<file path="src/rtl/fifo_pkg.sv">
// Shared definitions for the synchronous FIFO controller.
//
// Contents:
//   fifo_depth()       - number of words for a given address width
//   ADDR_SIZE_DEF      - default memory address width
//   DATA_SIZE_DEF      - default data word width
//   AFULL_THRESH_DEF   - default almost_full threshold (depth - 2)
//   AEMPTY_THRESH_DEF  - default almost_empty threshold
//   ptr_t              - wrap pointer type at the default address width
//                        (address bits plus one wrap bit)

package fifo_pkg;

    localparam int ADDR_SIZE_DEF = 4;
    localparam int DATA_SIZE_DEF = 8;

    function automatic int fifo_depth(input int addr_size);
        return 1 << addr_size;
    endfunction

    localparam int AFULL_THRESH_DEF  = fifo_depth(ADDR_SIZE_DEF) - 2;
    localparam int AEMPTY_THRESH_DEF = 2;

    typedef logic [ADDR_SIZE_DEF:0] ptr_t;

endpackage

</file>
<file path="src/rtl/fifo_ptr_cnt.sv">
// Wrap pointer for the FIFO controller: a free-running up-counter that
// advances by one when inc is high and wraps modulo 2**width.
//
// Ports:
//   clk  in   clock, state on rising edge
//   rst  in   synchronous active-high reset, clears the pointer to 0
//   inc  in   advance the pointer this cycle
//   ptr  out  registered pointer value [width-1:0]

module fifo_ptr_cnt
    import fifo_pkg::*;
#(
    parameter int width = ADDR_SIZE_DEF + 1
) (
    input  logic             clk,
    input  logic             rst,
    input  logic             inc,
    output logic [width-1:0] ptr
);

    logic [width-1:0] ptr_q;
    logic [width-1:0] ptr_d;

    always_comb begin
        ptr_d = ptr_q;
        if (inc) begin
            ptr_d = ptr_q + 1'b1;
        end
    end

    always_ff @(posedge clk) begin
        if (rst) begin
            ptr_q <= '0;
        end else begin
            ptr_q <= ptr_d;
        end
    end

    assign ptr = ptr_q;

endmodule

</file>
<file path="src/rtl/fifo_sync_ctrl.sv">
// Single-clock FIFO controller sequencing an external dual-port storage
// array (synchronous write, combinational read gated by rd_en).
//
// Optional feature macro: FIFO_SYNC_CTRL_ERR_FLAGS_EN
//   When defined, adds sticky overflow/underflow outputs that are cleared
//   only by rst. When undefined, dropped pushes/pops are silent.
//
// Ports:
//   clk, rst         clock and synchronous active-high reset
//   push, din        producer write request and data
//   pop              consumer read request
//   dout, dout_valid registered read data, one-cycle valid pulse
//   full, empty      occupancy at depth / zero
//   almost_full      count >= afull_thresh
//   almost_empty     count <= aempty_thresh
//   count            occupancy, addr_size+1 bits
//   mem_wr_*         write strobe/address/data to the storage array
//   mem_rd_*         read enable/address to, data from the storage array
//   overflow         (macro only) sticky, push seen while full
//   underflow        (macro only) sticky, pop seen while empty

module fifo_sync_ctrl
    import fifo_pkg::*;
#(
    parameter int addr_size     = ADDR_SIZE_DEF,
    parameter int data_size     = DATA_SIZE_DEF,
    parameter int afull_thresh  = fifo_depth(addr_size) - 2,
    parameter int aempty_thresh = AEMPTY_THRESH_DEF
) (
    input  logic                 clk,
    input  logic                 rst,
    input  logic                 push,
    input  logic [data_size-1:0] din,
    input  logic                 pop,
    output logic [data_size-1:0] dout,
    output logic                 dout_valid,
    output logic                 full,
    output logic                 empty,
    output logic                 almost_full,
    output logic                 almost_empty,
    output logic [addr_size:0]   count,
    output logic                 mem_wr_en,
    output logic [addr_size-1:0] mem_wr_addr,
    output logic [data_size-1:0] mem_wr_data,
    output logic                 mem_rd_en,
    output logic [addr_size-1:0] mem_rd_addr,
`ifdef FIFO_SYNC_CTRL_ERR_FLAGS_EN
    output logic                 overflow,
    output logic                 underflow,
`endif
    input  logic [data_size-1:0] mem_rd_data
);

    localparam int PW = addr_size + 1;

    localparam logic [addr_size:0] DEPTH_C   = PW'(fifo_depth(addr_size));
    localparam logic [addr_size:0] AFULL_C   = PW'(afull_thresh);
    localparam logic [addr_size:0] AEMPTY_C  = PW'(aempty_thresh);

    logic [addr_size:0]   wr_ptr;
    logic [addr_size:0]   rd_ptr;
    logic [addr_size:0]   count_w;
    logic                 full_w;
    logic                 empty_w;
    logic                 push_acc;
    logic                 pop_acc;

    logic [data_size-1:0] dout_q;
    logic [data_size-1:0] dout_d;
    logic                 dout_valid_q;
    logic                 dout_valid_d;

    // Occupancy and flags come only from registered pointers, so no
    // combinational path exists from push/pop to any flag.
    assign count_w = wr_ptr - rd_ptr;
    assign full_w  = (count_w == DEPTH_C);
    assign empty_w = (count_w == '0);

    // Reset dominates: a push or pop in the reset cycle is neither
    // accepted nor allowed to strobe the memory.
    assign push_acc = push & ~full_w & ~rst;
    assign pop_acc  = pop & ~empty_w & ~rst;

    fifo_ptr_cnt #(
        .width (PW)
    ) u_wr_ptr (
        .clk (clk),
        .rst (rst),
        .inc (push_acc),
        .ptr (wr_ptr)
    );

    fifo_ptr_cnt #(
        .width (PW)
    ) u_rd_ptr (
        .clk (clk),
        .rst (rst),
        .inc (pop_acc),
        .ptr (rd_ptr)
    );

    assign mem_wr_en   = push_acc;
    assign mem_wr_addr = wr_ptr[addr_size-1:0];
    assign mem_wr_data = din;
    assign mem_rd_en   = pop_acc;
    assign mem_rd_addr = rd_ptr[addr_size-1:0];

    always_comb begin
        dout_d       = dout_q;
        dout_valid_d = 1'b0;
        if (pop_acc) begin
            dout_d       = mem_rd_data;
            dout_valid_d = 1'b1;
        end
    end

    always_ff @(posedge clk) begin
        if (rst) begin
            dout_q       <= '0;
            dout_valid_q <= 1'b0;
        end else begin
            dout_q       <= dout_d;
            dout_valid_q <= dout_valid_d;
        end
    end

    assign dout         = dout_q;
    assign dout_valid   = dout_valid_q;
    assign count        = count_w;
    assign full         = full_w;
    assign empty        = empty_w;
    assign almost_full  = (count_w >= AFULL_C);
    assign almost_empty = (count_w <= AEMPTY_C);

`ifdef FIFO_SYNC_CTRL_ERR_FLAGS_EN
    logic overflow_q;
    logic overflow_d;
    logic underflow_q;
    logic underflow_d;

    always_comb begin
        overflow_d  = overflow_q | (push & full_w);
        underflow_d = underflow_q | (pop & empty_w);
    end

    always_ff @(posedge clk) begin
        if (rst) begin
            overflow_q  <= 1'b0;
            underflow_q <= 1'b0;
        end else begin
            overflow_q  <= overflow_d;
            underflow_q <= underflow_d;
        end
    end

    assign overflow  = overflow_q;
    assign underflow = underflow_q;
`endif

endmodule
</file>
<file path="config.mk">
export PLATFORM = sky130hd
export DESIGN_NAME = fifo_sync_ctrl
export DESIGN_NICKNAME = d
export VERILOG_FILES = /design/src/rtl/fifo_pkg.sv /design/src/rtl/fifo_ptr_cnt.sv /design/src/rtl/fifo_sync_ctrl.sv
export SDC_FILE = /design/constraint.sdc
export NUM_CORES = 1
export LEC_CHECK = 0
export ABC_CLOCK_PERIOD_IN_PS = 3050
export CORE_UTILIZATION = 30
export CTS_BUF_LIST = sky130_fd_sc_hd__clkbuf_4
export DETAILED_ROUTE_END_ITERATION = 10
export MAX_ROUTING_LAYER = met4
export SKIP_CTS_REPAIR_TIMING = 1
export SYNTH_ARGS = -nofsm -noshare
export SYNTH_HDL_FRONTEND = slang
export SYNTH_SLANG_ARGS = --single-unit
</file>
<file path="constraint.sdc">
create_clock -name clk -period 3.05 [get_ports clk]
set_clock_uncertainty 0.2 [all_clocks]
set_input_delay 0.305 -clock clk [delete_from_list [all_inputs] [get_ports clk]]
set_output_delay 0.305 -clock clk [all_outputs]
set_load 0.02 [all_outputs]
</file>
# Word level (Yosys, flattened, before mapping)
# Index checks and enable logic that the tools add are counted.
totals:
  reg_bits: 19
  latchBits: 0
  mem_bits_rw: 0
  rom_bits: 0
  in_bits: 20
  mem_count: 0
classes:
  addsub: 3
  mul: 0
  div: 0
  order_cmp: 2
  n_eq_ne: 1
  shifts: 0
  mux: 1
  n_bitwise: 7
  reduce_logical: 1
ops:
  columns: ["cell", "n"]
  rows:
  - ["$add A5 B1 Y5 const B", 2]
  - ["$eq A5 B5 Y1 const B", 1]
  - ["$ge A5 B4 Y1 const B", 1]
  - ["$le A5 B2 Y1 const B", 1]
  - ["$logic_not A5 Y1", 1]
  - ["$sub A5 B5 Y5", 1]
  - ["$and A1 B1 Y1", 4]
  - ["$not A1 Y1", 3]
  - ["$mux W1", 1]

# Logic depth before layout (Yosys ltp)
# Gate-level depths: netlist of run 1.
logic_depth:
  word_depth: 6
  depth_mapped: 10

# Hierarchy
# Synthesis of run 1 repeated with hierarchy kept, for this count alone.
unflattened:
  hier_cells: 111
  hier_area_um2: 1141.1
modules_own_cells:
  columns: ["module", "instances", "cells_each", "area_each_um2", "seq_area_each_um2"]
  rows:
  - ["fifo_sync_ctrl", 1, 67, 645.6, 180.2]
  - ["fifo_ptr_cnt", 2, 22, 247.7, 100.1]

# Worst setup path after synthesis of run 1
# No wires, ideal clock.
synth_path:
  path_type: "reg2out"
  startpoint: "register u_wr_ptr.ptr_q[0], in the netlist u_wr_ptr.ptr[0]"
  endpoint: "output port almost_empty"
  t_arrival_ps: 2663
  required_time_ps: 2545
  path_slack_ps: -118
  path_stages_with_launch: 9
  path_cell_list: "dfxtp_1 -> inv_1 -> ha_1 -> inv_1 -> fa_1 -> nand3_1 -> a21oi_1 -> nor2_1 -> a2111oi_0"
synth_between:
  elab_chain_len: 2
synth_lines:
  columns: ["element", "line", "rtl"]
  rows:
  - ["from (decl)", "fifo_ptr_cnt.sv:21", "logic [width-1:0] ptr_q;"]
  - ["from (signal assigned)", "fifo_ptr_cnt.sv:35", "ptr_q <= ptr_d;"]
  - ["$sub A5 B5 Y5", "fifo_sync_ctrl.sv:75", "assign count_w = wr_ptr - rd_ptr;"]
  - ["net count[4]", "fifo_sync_ctrl.sv:41", "output logic [addr_size:0] count,"]
  - ["$le A5 B2 Y1", "fifo_sync_ctrl.sv:133", "assign almost_empty = (count_w <= AEMPTY_C);"]
  - ["to (decl)", "fifo_sync_ctrl.sv:40", "output logic almost_empty,"]
# The timed path passes the listed nets, and every way through them passes these cells.

# Worst setup path after layout of run 1
layout_path:
  startpoint: "register u_wr_ptr.ptr_q[0], in the netlist u_wr_ptr.ptr[0]"
  endpoint: "output port mem_wr_en"
layout_between:
  elab_chain_len: 5
layout_lines:
  columns: ["element", "line", "rtl"]
  rows:
  - ["$sub A5 B5 Y5", "fifo_sync_ctrl.sv:75", null]
  - ["$eq A5 B5 Y1", "fifo_sync_ctrl.sv:76", "assign full_w = (count_w == DEPTH_C);"]
  - ["$not A1 Y1", "fifo_sync_ctrl.sv:81", "assign push_acc = push & ~full_w & ~rst;"]
  - ["$and A1 B1 Y1 (2 in series)", "fifo_sync_ctrl.sv:81", null]
  - ["to (decl)", "fifo_sync_ctrl.sv:42", "output logic mem_wr_en,"]
# No other way between the ends.

==> results of run 1 <==
-- critical path: stages, from the launching register on --
cell	delay (ps)
sky130_fd_sc_hd__dfxtp_2	350
sky130_fd_sc_hd__inv_2	70
sky130_fd_sc_hd__ha_4	130
sky130_fd_sc_hd__inv_2	40
sky130_fd_sc_hd__fa_1	500
sky130_fd_sc_hd__nand3b_1	210
sky130_fd_sc_hd__a211o_1	340
sky130_fd_sc_hd__a211oi_4	290
sky130_fd_sc_hd__nor2b_2	80
sky130_fd_sc_hd__nor2b_1	130
sky130_fd_sc_hd__buf_4	180
-- power breakdown --
part / switching, W / internal, W
combinational: 0.000635 / 0.000636
clock: 0.0000837 / 0.0000488
sequential: 0.0000371 / 0.000309
total: 0.000756 / 0.000994
-- flip-flops by register name (all words and copies together) (netlist names) --
| name | flops |
|---|---|
| dout | 8 |
| dout_valid | 1 |
| u_rd_ptr.ptr | 5 |
| u_wr_ptr.ptr | 5 |
-- placed cells by master, fill, tap and decap left out, drive strengths merged, types with 4 or more instances in the layout --
cell type / synthesis / layout
nand2: 4 / 4
nor2: 9 / 9
clkbuf: 4 / 5
mux2: 4 / 4
buf: 17 / 19
dlymetal6s2s: 0 / 4
nor2b: 8 / 8
mux2i: 10 / 10
nand4: 4 / 4
clkdlybuf4s50: 0 / 31
nand2b: 20 / 20
inv: 6 / 6
dfxtp: 19 / 19
o21ai: 4 / 4
a21oi: 6 / 6
ha: 6 / 6
-- synthesized netlist by cell type, types with 2 or more instances --
| cell type | count | area, um2 |
|---|---|---|
| sky130_fd_sc_hd__dfxtp_1 | 19 | 380.4 |
| sky130_fd_sc_hd__buf_4 | 16 | 120.1 |
| sky130_fd_sc_hd__mux2_1 | 3 | 33.78 |
| sky130_fd_sc_hd__nand4_1 | 4 | 25.02 |
| sky130_fd_sc_hd__nand3b_1 | 2 | 15.01 |
| sky130_fd_sc_hd__mux2i_1 | 10 | 100.1 |
| sky130_fd_sc_hd__nor2b_2 | 2 | 17.52 |
| sky130_fd_sc_hd__a21oi_1 | 6 | 30.03 |
| sky130_fd_sc_hd__o21ai_0 | 4 | 20.02 |
| sky130_fd_sc_hd__nor2_1 | 9 | 33.78 |
| sky130_fd_sc_hd__clkbuf_1 | 4 | 15.01 |
| sky130_fd_sc_hd__ha_1 | 6 | 75.07 |
| sky130_fd_sc_hd__nor2b_1 | 6 | 37.54 |
| sky130_fd_sc_hd__nand2_1 | 4 | 15.01 |
| sky130_fd_sc_hd__xor2_1 | 3 | 26.28 |
| sky130_fd_sc_hd__nand2b_1 | 20 | 125.1 |
| sky130_fd_sc_hd__or3_1 | 3 | 18.77 |
| sky130_fd_sc_hd__inv_1 | 6 | 22.52 |
-- metrics by stage --
stage / hold WS (ps) / cells
4_1_cts: 287.1 / 226
3_5_place_dp: 267.2 / 222
2_1_floorplan: 260.3 / 140
5_1_grt: 312.9 / 229
3_3_place_gp: 261.3 / 222
6_report: 284.8 / 229
-- per-layer routing --
layer  GRT usage  vias to the layer above  part of all wire
li1            -                      535                 -
met1      0.1477                      479              0.46
met2      0.2311                       38              0.46
met3     0.03253                        4             0.061
met4     0.03989                        0             0.011
met5           -                        -                 0
-- path summary, 6_finish.rpt --
kind / startpoint / end / slack [ps] / depth (start not counted)
setup reg to reg: u_wr_ptr.ptr[0]$_SDFFE_PP0P_ / u_rd_ptr.ptr[0]$_SDFFE_PP0P_ / 200 / 11
hold / removal: dout[7]$_SDFFE_PP0P_ / dout[7]$_SDFFE_PP0P_ / 280 / 2
setup / recovery: u_wr_ptr.ptr[0]$_SDFFE_PP0P_ / mem_wr_en / -60 / 10
hold reg to reg: dout[7]$_SDFFE_PP0P_ / dout[7]$_SDFFE_PP0P_ / 280 / 2
-- cell type report --
class | instances | area [um2] | share of cell area
multi-input combinational | 94 | 750.7 | 0.4258
timing repair buffer | 56 | 516.7 | 0.2931
sequential | 19 | 382.9 | 0.2172
tap | 50 | 62.56 | 0.03549
clock buffer | 3 | 22.52 | 0.01278
inverter | 6 | 22.52 | 0.01278
clock inverter | 1 | 5.005 | 0.002839
-- kinds of logic after synthesis --
family | count (synthesis) | synth area share
AO/OA/AOI/OAI | 15 | 0.08838
XOR/XNOR | 3 | 0.02086
adder cells (fa/ha/maj) | 7 | 0.07547
buffers and inverters | 27 | 0.1341
flip-flops | 19 | 0.3019
multiplexers | 14 | 0.1182
AND/OR/NAND/NOR | 55 | 0.2612
==> parameters.txt, run 1 <==
Parameter                              Value

GRT
  Largest net degree at the start of global routing ... 21
  Wire length of the first global-routing pass ... 4.409 mm
  Overflow left after global routing ... 0
  Vias in the first global route ... 1039
  Antenna violations before repair ... 0
  GRT Total Usage ... 0.1324

Finish
  Area growth from synthesis to layout ... 39.92%
  Ratio of cells with drive above 1 in the final layout ... 0.2346
  Fillers ... 405
  Number of nets in the finished design ... 207
  Number of antenna diodes ... 0
  Cell area after layout ... 0.001763 mm2
  Utilization after layout ... 0.4376

Power and ir drop
  Total power density per cell area ... 992.8 mW/mm2
  Total Power ... 0.001750 W
  Maximum ir drop on the vdd rail ... 0.0004386 V
  Lkg Pwr ... 0.7750 nW

Routing
  DR vias/cell ... 4.611
  Count of routing violations after the opening detailed-route iteration ... 22
  Drt first pass iters ... 3
  Final antenna-violating net count ... 0
  WL final ... 2.861 mm
  Via count ... 1056
  Remaining DRCs ... 0
  WL/cell ... 12.49 um

Clocking
  Root buffer cell ... sky130_fd_sc_hd__clkbuf_4
  Clock buffers created by TritonCTS ... 3
  Worst-Skew Late Latency ... 300 ps
  Clock transition at path regs ... 120 ps
  Clock tree from TritonCTS ... yes
  CTS sink count ... 19
  H-tree lvl count ... 1
  Max Buffers Root-to-Sink ... 2

Die
  Height of the die ... 66.81 um
  I/O Pins ... 56
  Overall die width ... 66.81 um
  Initial cell density of the core ... 0.3127
  Area of the placeable core ... 0.004029 mm2
  Area enclosed by the die boundary ... 0.004463 mm2
  FP Rows ... 23

STA
  Relative slew slack ... 0.6186
  RSZ-0062 raised after global routing ... yes
  Period Utilization, post-route ... 1.021
  Setup_tns ... -83.34 ps
  Transition time of the tightest slew-check pin ... 570.3 ps
  Fin crit period ... 3113 ps
  Final Hold Fails ... 0
  Highest Clock Rate ... 321.3 MHz
  Worst setup margin ... -62.66 ps
  Final setup fails ... 2
  Number of max-slew violations in the final report ... 0

Logic synthesis
  Area of the mapped netlist ... 0.001260 mm2
  Synthesized netlist cell count ... 140
  Sequential share of the synthesized area ... 0.3019
  Ys async rst share ... 0
  Number of synthesis warnings ... 0
  Post-synthesis net count ... 167
  Average size of a mapped cell ... 9.000 um2
  Prevailing post-synth register cell ... sky130_fd_sc_hd__dfxtp_1
  Count of different cell masters after synthesis ... 31
  Number of storage elements in the synthesis netlist ... 19
  Number of enable-type register cells in the synthesized netlist ... 0

Place
  Final weighted congestion in routability-driven placement ... 0.8848
  Port Buffer Count ... 39
  Post-detailed-placement cell area ... 0.001680 mm2
  HPWL after DPL ... 2.159 mm
  Setup Slack @ Placement ... -87.67 ps

Hold path
  Hold/Removal Path Class ... flip-flop to flip-flop

Critical path
  Worst EP required ... 2540 ps
  Launching element type of the critical path ... flip-flop
  Max Fanout on Critical Path ... 3
  Critical path start-end classification ... flip-flop to output port
  Arrival time at the worst endpoint ... 2610 ps
  Crit end category ... output port

Outcome
  Violated checks ... setup timing
  Status ... finished with violations

Job
  Reported max-cap violation count ... 0
Power figures use the tool's default switching activity.
==> inputs of run 2 (changes only) <==
--- a/config.mk
+++ b/config.mk
@@ -6,10 +6,13 @@
 export NUM_CORES = 1
 export LEC_CHECK = 0
 export ABC_CLOCK_PERIOD_IN_PS = 3050
-export CORE_UTILIZATION = 30
+export CORE_UTILIZATION = 40
 export CTS_BUF_LIST = sky130_fd_sc_hd__clkbuf_4
 export DETAILED_ROUTE_END_ITERATION = 10
+export GPL_ROUTABILITY_DRIVEN = 1
 export MAX_ROUTING_LAYER = met4
+export PLACE_DENSITY = 0.77
+export REMOVE_ABC_BUFFERS = 1
 export SKIP_CTS_REPAIR_TIMING = 1
 export SYNTH_ARGS = -nofsm -noshare
 export SYNTH_HDL_FRONTEND = slang
==> run 2 against run 1 <==
  * The flow still finishes with violations (setup timing)
  * Non-clock buffer count is 1 lower
  * First-iteration DRC count is 18% lower
  * Fmax grew 0.87%
  * Via count rose by 4.4%
  * Clock-buffer cell count is the same
  * Flip-flop and latch count did not move
  * Setup slack better by 27 ps
  * Power decreased by 1.3%
  * Critical path type unchanged
  * Largest power group unchanged
==> parameters.txt, run 2 (synthesis results as in run 1) <==
Parameter                              Value

GRT
  Largest net degree at the start of global routing ... 21 (unchanged)
  Wire length of the first global-routing pass ... 4.664 mm (was 4.409 mm)
  Vias in the first global route ... 1125 (was 1039)
  Antenna violations before repair ... 0 (unchanged)
  GRT Total Usage ... 0.1813 (was 0.1324)
  Overflow left after global routing ... 0 (unchanged)

Clocking
  Clock tree from TritonCTS ... yes (unchanged)
  CTS sink count ... 19 (unchanged)
  Root buffer cell ... sky130_fd_sc_hd__clkbuf_4 (unchanged)
  Clock buffers created by TritonCTS ... 3 (unchanged)
  H-tree lvl count ... 1 (unchanged)
  Clock transition at path regs ... 110 ps (was 120 ps)
  Max Buffers Root-to-Sink ... 2 (unchanged)
  Worst-Skew Late Latency ... 300 ps (about the same)

Critical path
  Crit end category ... output port (unchanged)
  Cell with the largest stage delay on the worst path ... sky130_fd_sc_hd__fa_2 (was sky130_fd_sc_hd__fa_1)
  Slack of the worst reg-to-reg path ... 270 ps (was 200 ps)
  Critical path capture point ... mem_wr_en (unchanged)
  Launching element type of the critical path ... flip-flop (unchanged)
  Arrival time at the worst endpoint ... 2580 ps (was 2610 ps)
  Slowest Stage Delay on Critical Path ... 440 ps (was 500 ps)
  FF-to-FF End ... u_wr_ptr.ptr[3]$_SDFFE_PP0P_ (was u_rd_ptr.ptr[0]$_SDFFE_PP0P_)
  Cells traversed along the worst timing path ... inv_1 -> ha_2 -> inv_2 -> fa_2 -> buf_4 -> nor3b_4 -> nand4b_4 -> a211oi_4 -> nor2b_2 -> nor2b_1 -> buf_2 (was inv_2 -> ha_4 -> inv_2 -> fa_1 -> nand3b_1 -> a211o_1 -> a211oi_4 -> nor2b_2 -> nor2b_1 -> buf_4)
  Max Fanout on Critical Path ... 2 (was 3)
  Cells on worst reg2reg path ... 12 (was 11)
  Critical path start-end classification ... flip-flop to output port (unchanged)
  Reg2reg start ... u_wr_ptr.ptr[0]$_SDFFE_PP0P_ (unchanged)
  Worst EP required ... 2540 ps (about the same)
  Launching element of the worst setup path ... u_wr_ptr.ptr[0]$_SDFFE_PP0P_ (unchanged)

STA
  Number of max-slew violations in the final report ... 0 (unchanged)
  RSZ-0062 raised after global routing ... yes (unchanged)
  Period Utilization, post-route ... 1.012 (was 1.021)
  Highest Clock Rate ... 324.0 MHz (was 321.3 MHz)
  Final setup fails ... 1 (was 2)
  Final Hold Fails ... 0 (unchanged)
  Relative slew slack ... 0.6470 (was 0.6186)
  Fin crit period ... 3086 ps (was 3113 ps)
  Worst setup margin ... -35.96 ps (was -62.66 ps)
  Transition time of the tightest slew-check pin ... 527.8 ps (was 570.3 ps)

Place
  Port Buffer Count ... 39 (unchanged)
  HPWL after DPL ... 2.101 mm (was 2.159 mm)
  Post-detailed-placement cell area ... 0.001657 mm2 (was 0.001680 mm2)
  Final weighted congestion in routability-driven placement ... 0.7973 (was 0.8848)
  Setup Slack @ Placement ... -81.70 ps (was -87.67 ps)

Finish
  Most common cell after layout, fill and taps aside ... sky130_fd_sc_hd__clkdlybuf4s50_1 (unchanged)
  Footprint of the flip-flops and latches ... 381.6 um2 (was 382.9 um2)
  Ratio of cells with drive above 1 in the final layout ... 0.2303 (was 0.2346)
  Utilization after layout ... 0.5769 (was 0.4376)
  Number of antenna diodes ... 0 (unchanged)
  Number of nets in the finished design ... 206 (was 207)
  Highest-count cells in the layout ignoring fill and taps ... sky130_fd_sc_hd__clkdlybuf4s50_1, sky130_fd_sc_hd__nand2b_1, sky130_fd_sc_hd__dfxtp_1 (was sky130_fd_sc_hd__clkdlybuf4s50_1, sky130_fd_sc_hd__nand2b_1, sky130_fd_sc_hd__buf_4)
  Area growth from synthesis to layout ... 38.63% (was 39.92%)
  Multi-input combinational cell area ... 758.2 um2 (was 750.7 um2)
  Fillers ... 282 (was 405)
  Number of flip-flops in the largest register ... 8 (unchanged)
  Cell area after layout ... 0.001747 mm2 (was 0.001763 mm2)

Hold path
  Hold/Removal Path Class ... flip-flop to flip-flop (unchanged)

Power and ir drop
  Total power density per cell area ... 989.6 mW/mm2 (was 992.8 mW/mm2)
  Total Power ... 0.001728 W (was 0.001750 W)
  Maximum ir drop on the vdd rail ... 0.0004304 V (was 0.0004386 V)
  Lkg Pwr ... 0.7412 nW (was 0.7750 nW)

Routing
  DR vias/cell ... 4.964 (was 4.611)
  WL final ... 2.817 mm (was 2.861 mm)
  Final antenna-violating net count ... 0 (unchanged)
  Remaining DRCs ... 0 (unchanged)
  Via count ... 1102 (was 1056)
  Count of routing violations after the opening detailed-route iteration ... 18 (was 22)
  Drt first pass iters ... 4 (was 3)
  WL/cell ... 12.69 um (was 12.49 um)

Outcome
  Status ... finished with violations (unchanged)
  Violated checks ... setup timing (unchanged)

Die
  Area of the placeable core ... 0.003028 mm2 (was 0.004029 mm2)
  Initial cell density of the core ... 0.4161 (was 0.3127)
  I/O Pins ... 56 (unchanged)
  FP Rows ... 20 (was 23)
  Area enclosed by the die boundary ... 0.003379 mm2 (was 0.004463 mm2)
  Height of the die ... 58.13 um (was 66.81 um)
  Overall die width ... 58.13 um (was 66.81 um)

Job
  Reported max-cap violation count ... 0 (unchanged)
## run 2: cell count changes in the layout (fill, tap and decap cells not counted), sizes merged
cell / change
buf: -1
clkdlybuf4s50: +2
dlymetal6s2s: -2
## run 2: metal layers
metal,GRT usage,routed length [um]
met5,-,0
met4,0.06463,48
met3,0.04911,208
met2,0.3103,1395
met1,0.2019,1165
## run 2: final cells by class
type | count | area share
clock buffers | 3 | 0.01289
inverters | 6 | 0.01289
clock inverters | 1 | 0.002865
repair buffers | 55 | 0.2872
multi-input cells | 94 | 0.4341
well taps | 44 | 0.03152
flip-flops and latches | 19 | 0.2185
## run 2: critical path: cells and delay by family (launching register included)
kind	cells	cell delay (ps)
adders and majority gates	2	630
AOI/OAI and AO/OA	1	270
and+or+nand+nor	4	590
buffers and inverters	4	450
DFF	1	340
## run 2: per-stage QoR
step	hold WS, ps	TNS, ps	instances
floorplan	174.1	-887.2	119
global placement	260.6	0	215
detailed placement	265.0	-147.7	215
CTS	286.2	-1765	219
global route	317.2	-266.6	222
finish	278.6	-35.96	222
## run 2: worst min path at each step
stage,startpoint,endpoint,slack (ps),cells past startpoint
after global routing,dout[0]$_SDFFE_PP0P_,dout[0]$_SDFFE_PP0P_,320,2
final,dout[5]$_SDFFE_PP0P_,dout[5]$_SDFFE_PP0P_,280,2
after floorplan,rst,u_rd_ptr.ptr[2]$_SDFFE_PP0P_,170,1
after detailed placement,dout[7]$_SDFFE_PP0P_,dout[7]$_SDFFE_PP0P_,260,2
after CTS,dout[7]$_SDFFE_PP0P_,dout[7]$_SDFFE_PP0P_,290,2
after global placement,dout[4]$_SDFFE_PP0P_,dout[4]$_SDFFE_PP0P_,260,2
## run 2: power breakdown
part           switching (W)  leakage (nW)  total, W  internal (W)
Combinational       0.000638         0.568   0.00126      0.000621
Clock              0.0000804        0.0177  0.000129     0.0000489
Sequential         0.0000322         0.156  0.000340      0.000308
==> inputs of run 3 (changes only) <==
--- a/config.mk
+++ b/config.mk
@@ -5,7 +5,7 @@
 export SDC_FILE = /design/constraint.sdc
 export NUM_CORES = 1
 export LEC_CHECK = 0
-export ABC_CLOCK_PERIOD_IN_PS = 3050
+export ABC_CLOCK_PERIOD_IN_PS = 3800
 export CORE_UTILIZATION = 40
 export CTS_BUF_LIST = sky130_fd_sc_hd__clkbuf_4
 export DETAILED_ROUTE_END_ITERATION = 10
@@ -14,6 +14,7 @@
 export PLACE_DENSITY = 0.77
 export REMOVE_ABC_BUFFERS = 1
 export SKIP_CTS_REPAIR_TIMING = 1
+export SKIP_LAST_GASP = 1
 export SYNTH_ARGS = -nofsm -noshare
 export SYNTH_HDL_FRONTEND = slang
 export SYNTH_SLANG_ARGS = --single-unit
==> constraint.sdc (replaced) <==
create_clock -name clk -period 3.8 [get_ports clk]
set_clock_uncertainty 0.2 [all_clocks]
set_input_delay 0.38 -clock clk [delete_from_list [all_inputs] [get_ports clk]]
set_output_delay 0.38 -clock clk [all_outputs]
set_load 0.02 [all_outputs]
==> run 3 against run 2 <==
  * The run now ends clean
  * Non-clock buffer count down 13
  * Wire length down 6.9%
  * Clock-buffer cell count up 1
  * Final cell count down 5.9%
  * Utilization down 3.8 points
  * Flip-flop and latch count unchanged
==> parameters.txt, run 3 (synthesis results as in run 1) <==
Parameter                              Value

Outcome
  Status ... completed (was finished with violations)

Die
  FP Rows ... 20 (unchanged)
  Initial cell density of the core ... 0.4161 (unchanged)
  Area of the placeable core ... 0.003028 mm2 (unchanged)
  I/O Pins ... 56 (unchanged)
  Area enclosed by the die boundary ... 0.003379 mm2 (unchanged)
  Overall die width ... 58.13 um (unchanged)
  Height of the die ... 58.13 um (unchanged)

STA
  Highest Clock Rate ... 271.3 MHz
  Number of max-slew violations in the final report ... 0 (unchanged)
  RSZ-0062 raised after global routing ... yes (unchanged)
  Fin crit period ... 3686 ps
  Final Hold Fails ... 0 (unchanged)
  Final setup fails ... 0 (was 1)
  Transition time of the tightest slew-check pin ... 430.7 ps (was 527.8 ps)
  Relative slew slack ... 0.7054 (was 0.6470)
  Period Utilization, post-route ... 0.9701

GRT
  Largest net degree at the start of global routing ... 23 (was 21)
  GRT Total Usage ... 0.1651 (was 0.1813)
  Vias in the first global route ... 999 (was 1125)
  Antenna violations before repair ... 0 (unchanged)
  Overflow left after global routing ... 0 (unchanged)
  Wire length of the first global-routing pass ... 4.257 mm (was 4.664 mm)

Routing
  Drt first pass iters ... 4 (unchanged)
  WL final ... 2.623 mm (was 2.817 mm)
  WL/cell ... 12.55 um (was 12.69 um)
  DR vias/cell ... 4.928 (was 4.964)
  Final antenna-violating net count ... 0 (unchanged)
  Via count ... 1030 (was 1102)
  Count of routing violations after the opening detailed-route iteration ... 18 (unchanged)
  Remaining DRCs ... 0 (unchanged)

Power and ir drop
  Total Power ... 0.001289 W (was 0.001728 W)
  Maximum ir drop on the vdd rail ... 0.0004133 V (was 0.0004304 V)
  Total power density per cell area ... 790.0 mW/mm2 (was 989.6 mW/mm2)
  Lkg Pwr ... 0.6708 nW (was 0.7412 nW)

Finish
  Most common cell after layout, fill and taps aside ... sky130_fd_sc_hd__clkdlybuf4s50_1 (unchanged)
  Area growth from synthesis to layout ... 29.49% (was 38.63%)
  Post-route insts no fill ... 209 (was 222)
  Number of flip-flops in the largest register ... 8 (unchanged)
  Ratio of cells with drive above 1 in the final layout ... 0.09091 (was 0.2303)
  Number of antenna diodes ... 0 (unchanged)
  Highest-count cells in the layout ignoring fill and taps ... sky130_fd_sc_hd__clkdlybuf4s50_1, sky130_fd_sc_hd__nand2b_1, sky130_fd_sc_hd__dfxtp_1 (unchanged)
  Number of nets in the finished design ... 193 (was 206)

Clocking
  Clock buffers created by TritonCTS ... 3 (unchanged)
  CTS sink count ... 19 (unchanged)
  Root buffer cell ... sky130_fd_sc_hd__clkbuf_4 (unchanged)
  Max Buffers Root-to-Sink ... 2 (unchanged)
  Worst-Skew Late Latency ... 290 ps (was 300 ps)
  Clock tree from TritonCTS ... yes (unchanged)
  Clock transition at path regs ... 110 ps (about the same)
  H-tree lvl count ... 1 (unchanged)

Place
  Number of placed cells counting well taps ... 204 (was 215)
  Port Buffer Count ... 39 (unchanged)
  HPWL after DPL ... 1.963 mm (was 2.101 mm)
  Final weighted congestion in routability-driven placement ... 0.7987 (was 0.7973)

Critical path
  Worst EP required ... 3220 ps (was 2540 ps)
  Critical path start-end classification ... flip-flop to output port (unchanged)
  Arrival time at the worst endpoint ... 3110 ps (was 2580 ps)
  Crit end category ... output port (unchanged)
  Launching element type of the critical path ... flip-flop (unchanged)
  Max Fanout on Critical Path ... 7 (was 2)

Hold path
  Hold/Removal Path Class ... flip-flop to flip-flop (unchanged)

Job
  Reported max-cap violation count ... 0 (unchanged)
[run 3: cell count changes in the layout (fill, tap and decap cells not counted), moves of 2 or more]
cell	change
sky130_fd_sc_hd__buf_4	-13
sky130_fd_sc_hd__clkdlybuf4s50_1	+4
sky130_fd_sc_hd__a21oi_1	+2
sky130_fd_sc_hd__a21oi_2	-2
sky130_fd_sc_hd__clkbuf_2	-2
sky130_fd_sc_hd__ha_1	+2
sky130_fd_sc_hd__ha_2	-2
[run 3: path summary, 6_finish.rpt]
| path | from | to | slack, ps | cells after the start |
|---|---|---|---|---|
| setup / recovery | u_wr_ptr.ptr[0]$_SDFFE_PP0P_ | mem_rd_en | 110 | 10 |
| hold / removal | dout[1]$_SDFFE_PP0P_ | dout[1]$_SDFFE_PP0P_ | 280 | 2 |
| setup reg to reg | u_wr_ptr.ptr[0]$_SDFFE_PP0P_ | u_wr_ptr.ptr[3]$_SDFFE_PP0P_ | 850 | 10 |
| hold reg to reg | dout[1]$_SDFFE_PP0P_ | dout[1]$_SDFFE_PP0P_ | 280 | 2 |
[run 3: routing by layer]
layer	vias up	GRT usage	part of all wire	wire, um
met3	2	0.04464	0.067	176
met5	-	-	0	0
li1	503	-	-	-
met4	0	0.05102	0.0038	10
met1	476	0.1871	0.43	1121
met2	49	0.2824	0.50	1314
[run 3: worst max-delay path, cell delays in order, from the launching register on]
cell                              delay (ps)
sky130_fd_sc_hd__dfxtp_1                 420
sky130_fd_sc_hd__inv_1                    80
sky130_fd_sc_hd__ha_1                    210
sky130_fd_sc_hd__inv_1                    80
sky130_fd_sc_hd__fa_1                    480
sky130_fd_sc_hd__nand3b_1                200
sky130_fd_sc_hd__a211o_1                 320
sky130_fd_sc_hd__a2bb2oi_4               260
sky130_fd_sc_hd__nor2b_2                  70
sky130_fd_sc_hd__nor2b_1                 130
sky130_fd_sc_hd__clkdlybuf4s50_1         570
[run 3: report_power, final]
| group | total (W) | switching [W] | internal, W | leakage [nW] |
|---|---|---|---|---|
| clock network | 0.000111 | 0.0000632 | 0.0000479 | 0.0184 |
| registers | 0.000286 | 0.0000393 | 0.000246 | 0.155 |
| logic | 0.000892 | 0.000464 | 0.000428 | 0.497 |
| total | 0.00129 | 0.000567 | 0.000722 | 0.671 |
[run 3: final cells by class]
type | instances | area, um2
inverter | 6 | 22.52
multi-input combinational | 94 | 725.7
sequential | 19 | 380.4
timing repair buffer | 42 | 417.9
fill | 284 | 1396
tap | 44 | 55.05
clock buffer | 4 | 30.03
[run 3: metrics by stage]
step	setup slack (ps)	TNS (ps)	area [um2]	hold WS, ps	utilization
finish	113.6	0	1632	280.1	0.5388
global placement	471.8	0	1574	258.3	0.5198
global route	-77.35	-136.6	1632	318.2	0.5388
detailed placement	352.0	0	1574	260.0	0.5198
floorplan	272.7	0	1114	249.1	-
CTS	13.23	0	1604	284.3	0.5298
